[src/rtl/fare_pkg.sv]
// fare_pkg: shared constants for the fare controller.
// State codes, coin values and the change-pulse phase encoding.
package fare_pkg;

  // Controller states, kept as plain codes so older tools and dumps read them directly.
  localparam logic [2:0] S_IDLE      = 3'd0;
  localparam logic [2:0] S_COLLECT   = 3'd1;
  localparam logic [2:0] S_ISSUE     = 3'd2;
  localparam logic [2:0] S_WAIT_DONE = 3'd3;
  localparam logic [2:0] S_CHANGE    = 3'd4;
  localparam logic [2:0] S_REFUND    = 3'd5;

  // Coin denominations in fare units.
  localparam int unsigned COIN_1_VAL = 1;
  localparam int unsigned COIN_2_VAL = 2;
  localparam int unsigned COIN_5_VAL = 5;

  // One returned unit is one high cycle followed by one low cycle.
  localparam logic PULSE_HI = 1'b1;
  localparam logic PULSE_LO = 1'b0;

  // Value of all coins arriving in one cycle; worst case 1+2+5 = 8.
  function automatic logic [3:0] coin_sum(input logic c1, input logic c2, input logic c5);
    logic [3:0] s;
    s = 4'd0;
    if (c1) s = s + 4'(COIN_1_VAL);
    if (c2) s = s + 4'(COIN_2_VAL);
    if (c5) s = s + 4'(COIN_5_VAL);
    return s;
  endfunction

endpackage

[src/rtl/fare_ctrl_unit_pulser.sv]
// unit_pulser: plays out 'count' units as high/low pulse pairs.
// A load starts the first high cycle on the next clock; done is a
// strobe during the final low cycle so the owner can leave on that edge.
module unit_pulser
  import fare_pkg::*;
#(
  parameter int W = 5
) (
  input  logic         clk,
  input  logic         rst,
  input  logic         load,
  input  logic [W-1:0] count,
  output logic         pulse,
  output logic         done
);

  logic         active_q;
  logic         phase_q;
  logic [W-1:0] rem_q;   // units still to start after the current one

  // Pulse sequencer: high, low, high, low ... until the count is exhausted.
  always_ff @(posedge clk or negedge rst) begin
    if (!rst) begin
      active_q <= 1'b0;
      phase_q  <= PULSE_LO;
      rem_q    <= '0;
    end else if (load) begin
      active_q <= (count != '0);
      phase_q  <= (count != '0) ? PULSE_HI : PULSE_LO;
      rem_q    <= count - W'(1);
    end else if (active_q) begin
      if (phase_q == PULSE_HI) begin
        phase_q <= PULSE_LO;
      end else if (rem_q == '0) begin
        active_q <= 1'b0;
      end else begin
        phase_q <= PULSE_HI;
        rem_q   <= rem_q - W'(1);
      end
    end
  end

  assign pulse = (phase_q == PULSE_HI);
  assign done  = active_q && (phase_q == PULSE_LO) && (rem_q == '0);

endmodule

[src/rtl/fare_ctrl.sv]
// fare_ctrl: payment-side controller of the ticket vending machine.
// Collects coins, hands one ticket request to the dispenser once the fare
// is covered, then pays surplus back as change pulses; cancel refunds.
// Optional: define FARE_TIMEOUT_EN to abort a dispenser that never
// completes (sticky fault, full refund, coins locked out until reset).
module fare_ctrl
  import fare_pkg::*;
#(
  parameter int FARE     = 9,
  parameter int CREDIT_W = 5,
  parameter int TIMEOUT  = 255
) (
  input  logic                clk,
  input  logic                rst,
  input  logic                coin_1,
  input  logic                coin_2,
  input  logic                coin_5,
  input  logic                cancel,
  input  logic                issue_done,
  output logic                rdy_issue,
  output logic                change_pulse,
  output logic                coin_reject,
  output logic                sale_done,
  output logic                busy,
  output logic [CREDIT_W-1:0] credit,
  output logic                fault
);

  // Elaboration guards on parameter sanity.
  if ((FARE + 7) >= (1 << CREDIT_W)) begin : g_bad_width
    $error("CREDIT_W too narrow to hold FARE+7");
  end
  if (TIMEOUT < 1) begin : g_bad_timeout
    $error("TIMEOUT must be at least 1");
  end

  logic [2:0]          state_q, state_d;
  logic [CREDIT_W-1:0] credit_q, credit_d;
  logic [CREDIT_W-1:0] change_q, change_d;
  logic                rej_q, rej_d;
  logic                sale_q, sale_d;

  logic                any_coin;
  logic [CREDIT_W:0]   credit_next;   // one extra bit so the fare compare never wraps
  logic                reach_fare;
  logic                coin_lock;
  logic                tmo_hit;

  logic                pl_load;
  logic [CREDIT_W-1:0] pl_cnt;
  logic                pl_pulse;
  logic                pl_done;

  assign any_coin    = coin_1 | coin_2 | coin_5;
  assign credit_next = {1'b0, credit_q} + (CREDIT_W+1)'(coin_sum(coin_1, coin_2, coin_5));
  assign reach_fare  = (credit_next >= (CREDIT_W+1)'(FARE));

`ifdef FARE_TIMEOUT_EN
  localparam int TW = $clog2(TIMEOUT + 1);
  logic [TW-1:0] tmo_cnt;
  logic          fault_q;

  // Cycles spent in WAIT_DONE; restarts on every entry.
  always_ff @(posedge clk or negedge rst) begin
    if (!rst)                        tmo_cnt <= '0;
    else if (state_q != S_WAIT_DONE) tmo_cnt <= '0;
    else                             tmo_cnt <= tmo_cnt + TW'(1);
  end

  // Sticky dispenser fault; only reset clears it.
  always_ff @(posedge clk or negedge rst) begin
    if (!rst)                         fault_q <= 1'b0;
    else if (tmo_hit && !issue_done)  fault_q <= 1'b1;
  end

  assign tmo_hit   = (state_q == S_WAIT_DONE) && (tmo_cnt == TW'(TIMEOUT - 1));
  assign coin_lock = fault_q;
  assign fault     = fault_q;
`else
  assign tmo_hit   = 1'b0;
  assign coin_lock = 1'b0;
  assign fault     = 1'b0;
`endif

  // Change and refund share one pulser; only one of them runs at a time.
  unit_pulser #(.W(CREDIT_W)) u_pulser (
    .clk   (clk),
    .rst   (rst),
    .load  (pl_load),
    .count (pl_cnt),
    .pulse (pl_pulse),
    .done  (pl_done)
  );

  // Next-state, credit bookkeeping and pulser control.
  always_comb begin
    state_d  = state_q;
    credit_d = credit_q;
    change_d = change_q;
    rej_d    = 1'b0;
    sale_d   = 1'b0;
    pl_load  = 1'b0;
    pl_cnt   = credit_q;
    case (state_q)
      S_IDLE: begin
        // Cancel with nothing inserted has nothing to return.
        if (any_coin) begin
          if (coin_lock) begin
            rej_d = 1'b1;
          end else begin
            credit_d = credit_next[CREDIT_W-1:0];
            state_d  = reach_fare ? S_ISSUE : S_COLLECT;
          end
        end
      end
      S_COLLECT: begin
        // Coins arriving with the fare-reaching edge win over cancel.
        if (reach_fare) begin
          credit_d = credit_next[CREDIT_W-1:0];
          state_d  = S_ISSUE;
        end else if (cancel && (credit_q != '0)) begin
          rej_d   = any_coin;
          pl_load = 1'b1;
          pl_cnt  = credit_q;
          state_d = S_REFUND;
        end else begin
          credit_d = credit_next[CREDIT_W-1:0];
        end
      end
      S_ISSUE: begin
        rej_d    = any_coin;
        change_d = credit_q - CREDIT_W'(FARE);
        state_d  = S_WAIT_DONE;
      end
      S_WAIT_DONE: begin
        rej_d = any_coin;
        if (issue_done) begin
          credit_d = '0;
          if (change_q != '0) begin
            pl_load = 1'b1;
            pl_cnt  = change_q;
            state_d = S_CHANGE;
          end else begin
            sale_d  = 1'b1;
            state_d = S_IDLE;
          end
        end else if (tmo_hit) begin
          // Ticket never came out: give the whole credit back.
          pl_load = 1'b1;
          pl_cnt  = credit_q;
          state_d = S_REFUND;
        end
      end
      S_CHANGE: begin
        rej_d = any_coin;
        if (pl_done) begin
          sale_d  = 1'b1;
          state_d = S_IDLE;
        end
      end
      S_REFUND: begin
        rej_d = any_coin;
        // Credit tracks what is still owed: drop one unit per high cycle.
        if (pl_pulse) credit_d = credit_q - CREDIT_W'(1);
        if (pl_done)  state_d  = S_IDLE;
      end
      default: state_d = S_IDLE;
    endcase
  end

  // Controller registers.
  always_ff @(posedge clk or negedge rst) begin
    if (!rst) begin
      state_q  <= S_IDLE;
      credit_q <= '0;
      change_q <= '0;
      rej_q    <= 1'b0;
      sale_q   <= 1'b0;
    end else begin
      state_q  <= state_d;
      credit_q <= credit_d;
      change_q <= change_d;
      rej_q    <= rej_d;
      sale_q   <= sale_d;
    end
  end

  assign rdy_issue    = (state_q == S_ISSUE);
  assign busy         = (state_q != S_IDLE) && (state_q != S_COLLECT);
  assign change_pulse = pl_pulse;
  assign coin_reject  = rej_q;
  assign sale_done    = sale_q;
  assign credit       = credit_q;

endmodule

[config.mk]
export PLATFORM = sky130hd
export DESIGN_NAME = fare_ctrl
export DESIGN_NICKNAME = d
export VERILOG_FILES = /design/src/rtl/fare_pkg.sv /design/src/rtl/fare_ctrl_unit_pulser.sv /design/src/rtl/fare_ctrl.sv
export SDC_FILE = /design/constraint.sdc
export NUM_CORES = 1
export LEC_CHECK = 0
export BUFFER_PORTS_ARGS = -buffer_cell sky130_fd_sc_hd__buf_2
export CORE_UTILIZATION = 31
export DETAILED_ROUTE_END_ITERATION = 16
export PLACE_DENSITY = 0.45
export SLEW_MARGIN = 20
export SYNTH_ARGS = -nofsm -noshare
export SYNTH_HDL_FRONTEND = slang
export SYNTH_SLANG_ARGS = --single-unit
[constraint.sdc]
create_clock -name clk -period 3.5 [get_ports clk]
set_clock_uncertainty 0.15 [all_clocks]
set_input_delay 0.7 -clock clk [delete_from_list [all_inputs] [get_ports clk]]
set_output_delay 0.7 -clock clk [all_outputs]
set_load 0.1 [all_outputs]
# Word-level counts from Yosys, hierarchy flattened
# Cells that the tools add are included.
[totals]
register_bits = 22
wordCells = 94
out_inout_bits = 11
inputBits = 7
[op_classes]
n_eq_ne = 14
muxes = 44
addsub = 7
reduce_logical = 17
magnitude_cmp = 1
bitwise = 3
[ops]
columns = ["op", "n"]
rows = [
  ["$mux W5", 12],
  ["$pmux W5 S4", 1],
  ["$mux W1", 18],
  ["$mux W3", 6],
  ["$pmux W3 S5", 1],
  ["$reduce_bool A5 Y1", 3],
  ["$sub A5 B1 Y5 const B", 3],
  ["$mux W4", 2],
  ["$ne A2 B2 Y1 const B", 4],
  ["$add A5 B4 Y6", 1],
  ["$eq A3 B2 Y1 const B", 2],
  ["$eq A3 B3 Y1 const B", 2],
  ["$ge A6 B4 Y1 const B", 1],
  ["$ne A3 B3 Y1 const B", 2],
  ["$pmux W1 S2", 3],
  ["$logic_not A5 Y1", 1],
  ["$reduce_and A5 Y1", 1],
  ["$sub A5 B4 Y5 const B", 1],
  ["$add A4 B2 Y4 const B", 1],
  ["$add A4 B3 Y4 const B", 1],
  ["$logic_and A1 B1 Y1", 4],
  ["$ne A2 B1 Y1 const B", 2],
  ["$reduce_and A4 Y1", 1],
  ["$reduce_bool A4 Y1", 1],
  ["other kinds (11)", 12],
]

# Longest topological paths before layout
# Gate-level depths: netlist (run 1).
[depth]
depth_word = 11
depth_mapped = 15
depth_no_buf = 15

# Cells and area by module
# Synthesis (run 1) repeated with hierarchy kept, for this count alone.
[unflattened]
hier_cells = 216
area_unflattened_um2 = 1835.5
[modules_own_cells]
columns = ["module", "n_inst", "seq_area_each_um2", "cells_per_inst", "area_each_um2"]
rows = [
  ["fare_ctrl", 1, 375.4, 163, 1336.3],
  ["unit_pulser", 1, 175.2, 53, 499.2],
]

# Worst setup path after synthesis (run 1)
# Ideal clock, no wire load.
[synth_path]
path_type = "reg-to-reg"
from = "reg credit_q[0], in the netlist credit[0]"
to = "reg u_pulser.rem_q[4]"
stages_incl_launch_ff = 12
arrival_time_ns = 3.440
period_less_slack_ns = 3.670
n_path_buf = 0
setup_ns = 0.079
required_ns = 3.271
path_slack_ns = -0.170
path_cell_list = "dfrtp_1 > ha_1 > fa_1 > o32ai_2 > o221ai_4 > o21ai_4 > mux2i_1 > ha_1 > nand3_1 > nor3_1 > a21oi_1 > mux2i_1"
[synth_between]
elab_chain_len = 7
word_cells_on_any_way = 16
classes_between = "add/sub: 2; order compare: 1; eq/ne: 2; mux: 7; reduce/logical: 4"
[synth_rtl]
columns = ["element", "line", "rtl"]
rows = [
  ["start: declaration", "fare_ctrl.sv:38", "logic [CREDIT_W-1:0] credit_q, credit_d;"],
  ["start signal: assignment", "fare_ctrl.sv:181", "credit_q <= credit_d;"],
  ["parallel branches: the longest is 7 deep, another holds $add A5 B4 Y6", "n/a", ""],
  ["end signal: assignment", "fare_ctrl_unit_pulser.sv:30", "rem_q <= count - W'(1);"],
  ["end signal: assignment", "fare_ctrl_unit_pulser.sv:38", "rem_q <= rem_q - W'(1);"],
  ["end: declaration", "fare_ctrl_unit_pulser.sv:19", "logic [W-1:0] rem_q;"],
]
# Several ways; the timed one is not identified.
# A chain may end at the register's enable or synchronous reset.

# Worst setup path in the final report (run 1)
[layout_path]
from = "in coin_1"
to = "reg u_pulser.rem_q[4]"
[layout_between]
elab_chain_len = 11
word_cells_on_any_way = 14
classes_between = "add/sub: 3; order compare: 1; eq/ne: 2; mux: 6; reduce/logical: 2"
[layout_rtl]
columns = ["element", "line", "rtl"]
rows = [
  ["start: declaration", "fare_ctrl.sv:15", "input logic coin_1,"],
  ["$mux W1 (*)", "fare_pkg.sv:26", "if (c1) s = s + 4'(COIN_1_VAL);"],
  ["$add A4 B2 Y4", "fare_pkg.sv:27", "if (c2) s = s + 4'(COIN_2_VAL);"],
  ["$mux W4 (*)", "fare_pkg.sv:27", ""],
  ["$add A4 B3 Y4", "fare_pkg.sv:28", "if (c5) s = s + 4'(COIN_5_VAL);"],
  ["$mux W4 (*)", "fare_pkg.sv:28", ""],
  ["$add A5 B4 Y6 (*)", "fare_ctrl.sv:55", "assign credit_next = {1'b0, credit_q} + (CREDIT_W+1)'(coin_sum(coin_1, coin_2, coin_5));"],
  ["$ge A6 B4 Y1 (*)", "fare_ctrl.sv:56", "assign reach_fare = (credit_next >= (CREDIT_W+1)'(FARE));"],
  ["$mux W1 (*)", "fare_ctrl.sv:118", "if (reach_fare) begin"],
  ["$pmux W1 S2 (*)", "fare_ctrl.sv:104", "case (state_q)"],
  ["$ne A2 B2 Y1 (no line) or $reduce_bool A2 Y1 (tied branches)", "n/a", ""],
  ["$reduce_and A3 Y1 (no line)", "n/a", ""],
]
# Mark *: on every way between the ends. The rest lies on a longest branch, timed or not.

==> results_dict.tcl, run 1 <==
set metrics [dict create \
    rows 26 \
    grt_pass1_vias 1581 \
    nets 239 \
    die_w_um 77.0 \
    drive_above_1_share_pct 25.2 \
    drv_slew 0 \
    area_growth_pct 21.1 \
    cp_max_fo 5 \
    drt-total-wl_um 4700 \
    htreeDepth 1 \
    timing.final.crit_share_pct 94.5 \
    synth-edff-count 0 \
    cts_buffers 3 \
    drt_iter0_drc 104 \
    antenna_found_initial 0 \
    drc 0 \
    yosysTopAreaCell "dfrtp_1" \
    final_core_util_pct 40.1 \
    place_worst_setup_slack_ns -0.174 \
    cts_setup_buffers 0 \
    grt_max_degree 23 \
    synth-seq-cells 22 \
    route.detailed.wl_per_inst_um 16.1 \
    critPathLaunchType "primary input" \
    timing_worst_setup_path_type "in2reg" \
    die_y_um 77.0 \
    drtPass1Iterations 4 \
    numClockSinks 22 \
    vias 1580 \
    gp_congestion 0.873 \
    maxCapViolations 0 \
    antenna_cells 0 \
    nFillCells 575 \
    whs_ns 0.261 \
    async_reset_ff_share_pct 100 \
    clock.fmax_mhz 303 \
    clkTransAtPathRegs_ns 0.09 \
    hold_viol 0 \
    fin_ws_ns 0.194 \
    io_pins 18 \
    end_kind "register" \
    maxSlewHeadroom_pct 53.6 \
    dieArea_sq_um 5930 \
    avgSynthCellArea_sq_um 8.85 \
    track_usage_pct 16.4 \
    grt-ovfl-total 0 \
    cts_tree "yes" \
    coreArea_sq_um 5270 \
    grt_pass1_wl_um 7690 \
    yosys_warnings 0 \
    insertion_delay_ns 0.27 \
    seq_area_frac_synth_pct 31.6 \
    cp.required_ns 3.55 \
    setup_viol 0 \
    hp-class "in2async" \
    synth_cells 197 \
    synth.distinct_cells 54 \
    syn-num-nets 213 \
    dp_hpwl_um 3720 \
    layout_common_cells "nand2_1 (21), dfrtp_1 (20), nor2_1 (16), buf_2 (16), a21oi_1 (14)" \
    min_period_ns 3.31 \
    cp-startpoint "coin_1" \
    worst_pin_slew_ns 0.689 \
    synth_flop_cell "dfrtp_1" \
    ys_top_cells_by_area "dfrtp_1 (32%), ha_1 (5.7%), mux2i_1 (5.2%), nand2_1 (4.5%), a21oi_1 (4.3%)" \
    synth_top_area_share_pct 31.6 \
    regToRegStartpoint "credit[0]" \
    status "complete, no violations" \
    final_common_cell "nand2_1" \
    cts_root_buf "clkbuf_8" \
    io_buffers 16 \
    ant_nets 0 \
    start_util_pct 33.1 \
    synthesis.area_sq_um 1740 \
    worstPathArrival_ns 3.35 \
    viasPerCell 5.41 \
    clk_path_buf_depth 2 \
]
## final cells by class
class	instances	area [sq um]	area share (%)
Clock buffer	3	41.3	1.96
Sequential cell	22	553	26.2
Clock inverter	1	30.0	1.42
Timing Repair Buffer	27	163	7.71
Inverter	12	47.5	2.25
Tap cell	70	87.6	4.15
Multi-Input combinational cell	157	1190	56.3
## registers in the layout, summed over array words and instances (netlist names)
signal / flops
state_q: 3
coin_reject: 1
u_pulser.pulse: 1
u_pulser.active_q: 1
sale_done: 1
credit: 5
change_q: 5
u_pulser.rem_q: 5
## final timing paths
path | end | slack [ns] | cells after the start
max reg2reg | u_pulser.rem_q[4] | 0.44 | 12
min in group clk | u_pulser.rem_q[1] | 0.40 | 2
min | u_pulser.rem_q[3] | 0.26 | 1
min reg2reg | u_pulser.rem_q[1] | 0.40 | 2
max in group asynchronous | credit[2] | 2.54 | 1
max | u_pulser.rem_q[4] | 0.19 | 17
## cell families (layout without fill, tap and decap cells)
kind of cell    Yosys count  after routing  share of synthesized area, %
xor+xnor                  8              8                          4.02
mux                       9              9                          5.17
other cells               1              1                         0.215
simple gates             67             67                          20.0
fa+ha+maj                 9              9                          6.89
buf+inv                  18             43                          4.45
flops                    22             22                          31.6
compound gates           63             63                          27.6
## Yosys cell counts (5+ instances only)
master,number
a21oi_1,15
buf_2,5
dfrtp_1,22
ha_1,8
inv_1,11
mux2i_1,9
nand2_1,21
nor2_1,16
nor3_1,7
o21ai_0,10
xor2_1,5
## stage by stage
step | TNS (ns) | cells | cell area, sq um
floorplan | -0.0460 | 197 | 1790
global placement | -0.0913 | 288 | 2010
detailed placement | -0.243 | 288 | 2010
CTS | 0 | 292 | 2080
global route | -0.0121 | 292 | 2110
finish | 0 | 292 | 2110
## metal layers
metal / share of wire (%) / global-route usage (%) / wire (um)
met1: 46 / 20.4 / 2150
met2: 49 / 28.3 / 2310
met3: 2.2 / 1.31 / 102
met4: 2.8 / 8.30 / 132
met5: 0 / 0 / 0
## critical path, stage by stage
cell      delay [ns]
buf_2           0.11
inv_2           0.05
ha_4            0.25
nand2_1         0.05
o21ai_2         0.08
ha_1            0.27
a21o_1          0.22
a211oi_4        0.33
buf_4           0.17
o221a_2         0.21
nand4_1         0.11
o221ai_1        0.10
ha_2            0.26
nand3_2         0.09
nor3_2          0.18
a21oi_1         0.06
mux2i_1         0.13
## timing repair
action                                  CTS  global route
resized for setup                         0             5
endpoints found under the setup margin    0             1
hold buffers                              0             0
Power of run 1 is not shown: default switching activity piles up to over one toggle a cycle in this logic, so the estimate is an artifact.
==> run 2: changes to the inputs <==
CORE_UTILIZATION = 30   (was 31)
PLACE_DENSITY = 0.44   (was 0.45)
clock period = 3.55 ns   (was 3.5 ns; I/O delays follow)
==> run 2 against run 1 <==
Effect of this change:
- register-to-register slack barely moved
- global-route usage rose by 0.45 points
- wire length rose by 3.6%
- critical path depth fell by 1
- cell area fell by 2.0%
- sequential share of layout area rose by 0.54 points
- core utilization fell by 2.7 points
- die area rose by 3.2%
- non-clock buffer count fell by 1
- first-iteration DRC count fell by 33%
- worst hold slack improved by 0.0015 ns
- setup slack improved by 0.031 ns
==> results_dict.tcl, run 2 (synthesis results as in run 1) <==
set metrics [dict create \
    status "complete, no violations" \
    drtPass1Iterations 4 \
    hp-class "in2async" \
    end_kind "register" \
    viasPerCell 5.47 \
    drive_above_1_share_pct 24.0 \
    gp_congestion 0.890 \
    cts_tree "yes" \
    io_pins 18 \
    drt-total-wl_um 4870 \
    drt_iter0_drc 70 \
    start_util_pct 31.5 \
    timing_worst_setup_path_type "in2reg" \
    route.detailed.wl_per_inst_um 16.6 \
    crit_slowest_cell "fa_2" \
    antenna_cells 0 \
    hold_viol 0 \
    critPathLaunchType "primary input" \
    final_common_cell "nand2_1" \
    cpLargestDelayFamily "compound AO/OA/AOI/OAI gates" \
    numClockSinks 22 \
    timing.final.crit_share_pct 93.7 \
    rsz0062_at_grt "no" \
    clock.fmax_mhz 301 \
    cts_buffers 3 \
    coreArea_sq_um 5540 \
    cts_setup_buffers 0 \
    critPathMaxStageDelay_ns 0.38 \
    final_core_util_pct 37.3 \
    dp_hpwl_um 3800 \
    drc 0 \
    insertion_delay_ns 0.27 \
    cp.required_ns 3.59 \
    area_growth_pct 18.7 \
    ant_nets 0 \
    track_usage_pct 16.9 \
    clkTransAtPathRegs_ns 0.09 \
    die_y_um 78.2 \
    htreeDepth 1 \
    drv_slew 0 \
    grt_max_degree 23 \
    nets 238 \
    final.setup.tns_ns 0 \
    path_buf_inv 2 \
    place_area_sq_um 2000 \
    grt_pass1_vias 1594 \
    io_buffers 16 \
    worst_pin_slew_ns 0.704 \
    setup_viol 0 \
    maxCapViolations 0 \
    grt_pass1_wl_um 7940 \
    min_period_ns 3.32 \
    post-route-cell-area_sq_um 2070 \
    worstPathArrival_ns 3.37 \
    postCtsResizedCells 0 \
    crit_path_cell_trace "buf_2 -> inv_4 -> ha_4 -> nand2_1 -> o21ai_2 -> fa_2 -> a21o_1 -> a21oi_1 -> o221ai_4 -> o21ai_4 -> mux2i_1 -> ha_2 -> nand3_2 -> nor3_2 -> a21oi_1 -> mux2i_1" \
    hold_buffers 0 \
    cp_max_fo 5 \
    maxSlewHeadroom_pct 52.6 \
    die_w_um 78.2 \
    finalNonFillerCells 293 \
    nFillCells 607 \
    antenna_found_initial 0 \
    rows 27 \
    vias 1604 \
    clk_path_buf_depth 2 \
    cts_root_buf "clkbuf_8" \
    grt-ovfl-total 0 \
    layout_common_cells "nand2_1 (21), dfrtp_1 (20), nor2_1 (16), buf_2 (16), a21oi_1 (15)" \
    placedCellCount 289 \
    dieArea_sq_um 6120 \
]
[run 2: cell count changes in the layout (fill, tap and decap cells not counted)]
cell	previous run	this run
a211oi_2	0	2
a211oi_4	2	0
a21oi_1	14	15
a21oi_2	2	1
buf_4	11	10
bufinv_16	1	0
clkbuf_8	3	4
ha_1	4	5
ha_2	3	2
[run 2: metal layers]
layer	GRT usage [%]	part of all wire, %	vias to the layer above	wire (um)
met1	21.6	45	792	2200
met4	7.59	1.4	0	69
met5	0	0	-	0
li1	-	-	774	-
met3	1.40	2.3	4	113
met2	28.7	51	34	2480
[run 2: worst reg2reg max path, delay by kind of cell, from the launching register on]
family / cells / cell delay [ns]
adder cells (fa/ha/maj): 3 / 0.89
AND/OR/NAND/NOR: 2 / 0.26
multiplexers: 2 / 0.34
AO/OA/AOI/OAI: 5 / 0.92
flip-flops: 1 / 0.48
[run 2: area by class of cell]
cell class / instances / area, sq um / area share, %
repair buffers: 26 / 155 / 7.50
clock buffers: 4 / 55.1 / 2.66
flip-flops and latches: 22 / 553 / 26.7
multi-input cells: 157 / 1170 / 56.4
well taps: 72 / 90.1 / 4.36
inverters: 12 / 47.5 / 2.30
[run 2: through the flow]
stage	worst slack, ns	hold slack, ns
after floorplan	-0.00599	0.264
after global placement	-0.0498	0.384
after detailed placement	-0.0931	0.385
after CTS	0.168	0.277
after global routing	0.0289	0.295
final	0.225	0.262
[run 2: worst paths after layout]
check,from,endpoint,slack (ns),depth (start not counted)
setup reg to reg,credit[0],u_pulser.rem_q[4],0.44,12
hold / removal,rst,u_pulser.rem_q[3],0.26,1
max in group asynchronous,rst,credit[2],2.59,1
hold reg to reg,u_pulser.rem_q[1],u_pulser.rem_q[1],0.40,2
setup / recovery,coin_2,u_pulser.rem_q[4],0.23,16
min in group clk,u_pulser.rem_q[1],u_pulser.rem_q[1],0.40,2
Power of run 2 is left out for the same reason.
==> run 3: changes to the inputs <==
PLACE_DENSITY = 0.42   (was 0.44)
==> run 3 against run 2 <==
Effect of this change:
- global-route usage is 0.37 points lower
- cell area is 0.36% higher
- non-clock buffer count stayed put
- final cell count unchanged
- register-to-register slack worse by 0.03 ns
- first-iteration DRC count grew 71%
- sequential share of layout area shrank 0.097 points
- count of clock-buffer cells in the layout did not move
- setup slack got worse by 0.062 ns
- critical path depth unchanged
- flip-flop and latch count unchanged
- maximum frequency decreased by 1.8%
- largest cell class unchanged
==> results_dict.tcl, run 3 (synthesis results as in run 1) <==
set metrics [dict create \
    status "complete, no violations" \
    cpLargestDelayFamily "compound AO/OA/AOI/OAI gates" \
    drtPass1Iterations 4 \
    dieArea_sq_um 6120 \
    timing.final.crit_share_pct 95.4 \
    cts_tree "yes" \
    worst-r2r-setup-slack_ns 0.41 \
    drt-total-wl_um 4720 \
    cts_buffers 3 \
    crit_path_cell_trace "buf_2 -> inv_4 -> ha_4 -> nand2_1 -> o21ai_2 -> fa_2 -> a21o_1 -> a21oi_1 -> o221ai_4 -> o21ai_4 -> mux2i_1 -> ha_2 -> nand3_2 -> nor3_2 -> a21oi_1 -> mux2i_1" \
    grt_pass1_wl_um 7800 \
    drc 0 \
    grt_max_degree 23 \
    vias 1606 \
    io_pins 18 \
    cts_root_buf "clkbuf_8" \
    die_y_um 78.2 \
    area_growth_pct 19.1 \
    rows 27 \
    cp_max_fo 5 \
    clkTransAtPathRegs_ns 0.09 \
    clock.fmax_mhz 295 \
    clk_path_buf_depth 2 \
    dp_hpwl_um 3720 \
    layout_common_cells "nand2_1 (21), dfrtp_1 (20), nor2_1 (16), buf_2 (16), a21oi_1 (15)" \
    nets 238 \
    htreeDepth 1 \
    antenna_cells 0 \
    place_area_sq_um 1990 \
    viasPerCell 5.48 \
    post-route-cell-area_sq_um 2080 \
    fin_ws_ns 0.163 \
    cp-startpoint "coin_2" \
    path_buf_inv 2 \
    nFillCells 597 \
    coreArea_sq_um 5540 \
    numClockSinks 22 \
    grt-ovfl-total 0 \
    worst_pin_slew_ns 0.724 \
    cp.required_ns 3.59 \
    critPathLaunchType "primary input" \
    track_usage_pct 16.5 \
    regToRegStartpoint "credit[0]" \
    ant_nets 0 \
    critPathMaxStageDelay_ns 0.38 \
    route.detailed.wl_per_inst_um 16.1 \
    grt_pass1_vias 1597 \
    drv_slew 0 \
    final_common_cell "nand2_1" \
    r2r_end "u_pulser.rem_q[4]" \
    io_buffers 16 \
    timing_worst_setup_path_type "in2reg" \
    hp-class "in2async" \
    hold_buffers 0 \
    gp_congestion 0.821 \
    maxCapViolations 0 \
    start_util_pct 31.5 \
    end_kind "register" \
    insertion_delay_ns 0.27 \
    rsz0062_at_grt "no" \
    worstRegToRegCells 12 \
    min_period_ns 3.39 \
    crit_slowest_cell "fa_2" \
    antenna_found_initial 0 \
    hold_viol 0 \
    maxSlewHeadroom_pct 51.3 \
    die_w_um 78.2 \
    drt_iter0_drc 120 \
    place_worst_setup_slack_ns -0.175 \
    worstPathArrival_ns 3.43 \
    setup_viol 0 \
    drive_above_1_share_pct 24.0 \
]
## run 3: worst max path at each step
| stage | end | slack [ns] | depth (start not counted) |
|---|---|---|---|
| 5_1_grt | u_pulser.rem_q[4] | 0.004 | 16 |
| 6_report | u_pulser.rem_q[4] | 0.16 | 16 |
| 3_3_place_gp | u_pulser.rem_q[4] | -0.05 | 16 |
| 2_1_floorplan | u_pulser.rem_q[4] | -0.006 | 13 |
| 3_5_place_dp | u_pulser.rem_q[4] | -0.17 | 16 |
| 4_1_cts | u_pulser.rem_q[4] | 0.1 | 16 |
## run 3: through the flow
step	cells	setup TNS, ns	hold slack, ns	util [%]
2_1_floorplan	197	-0.00599	0.264	-
3_3_place_gp	288	-0.0523	0.389	36.0
3_5_place_dp	288	-0.219	0.387	36.0
4_1_cts	292	0	0.287	37.0
5_1_grt	293	0	0.306	37.5
6_report	293	0	0.258	37.5
## run 3: timing repair
action	CTS	global route
setup endpoints to repair	0	1
endpoints found under the hold margin	0	0
setup buffers	0	1
resized for setup	0	2
## run 3: cell type report
class                           instances  area (sq um)  share of cell area, %
Inverter                               12          47.5                   2.29
Tap cell                               72          90.1                   4.34
Multi-Input combinational cell        157          1170                   56.6
Clock buffer                            4          55.1                   2.65
Sequential cell                        22           553                   26.6
Timing Repair Buffer                   26           155                   7.47
## run 3: layer usage
layer  track usage [%]  vias up  wire length, um
met5                 0        -                0
met4              7.96        0              146
met3              2.21       15              144
met2              27.5       44             2330
met1              20.9      774             2100
li1                  -      773                -
Power of run 3 is left out for the same reason.
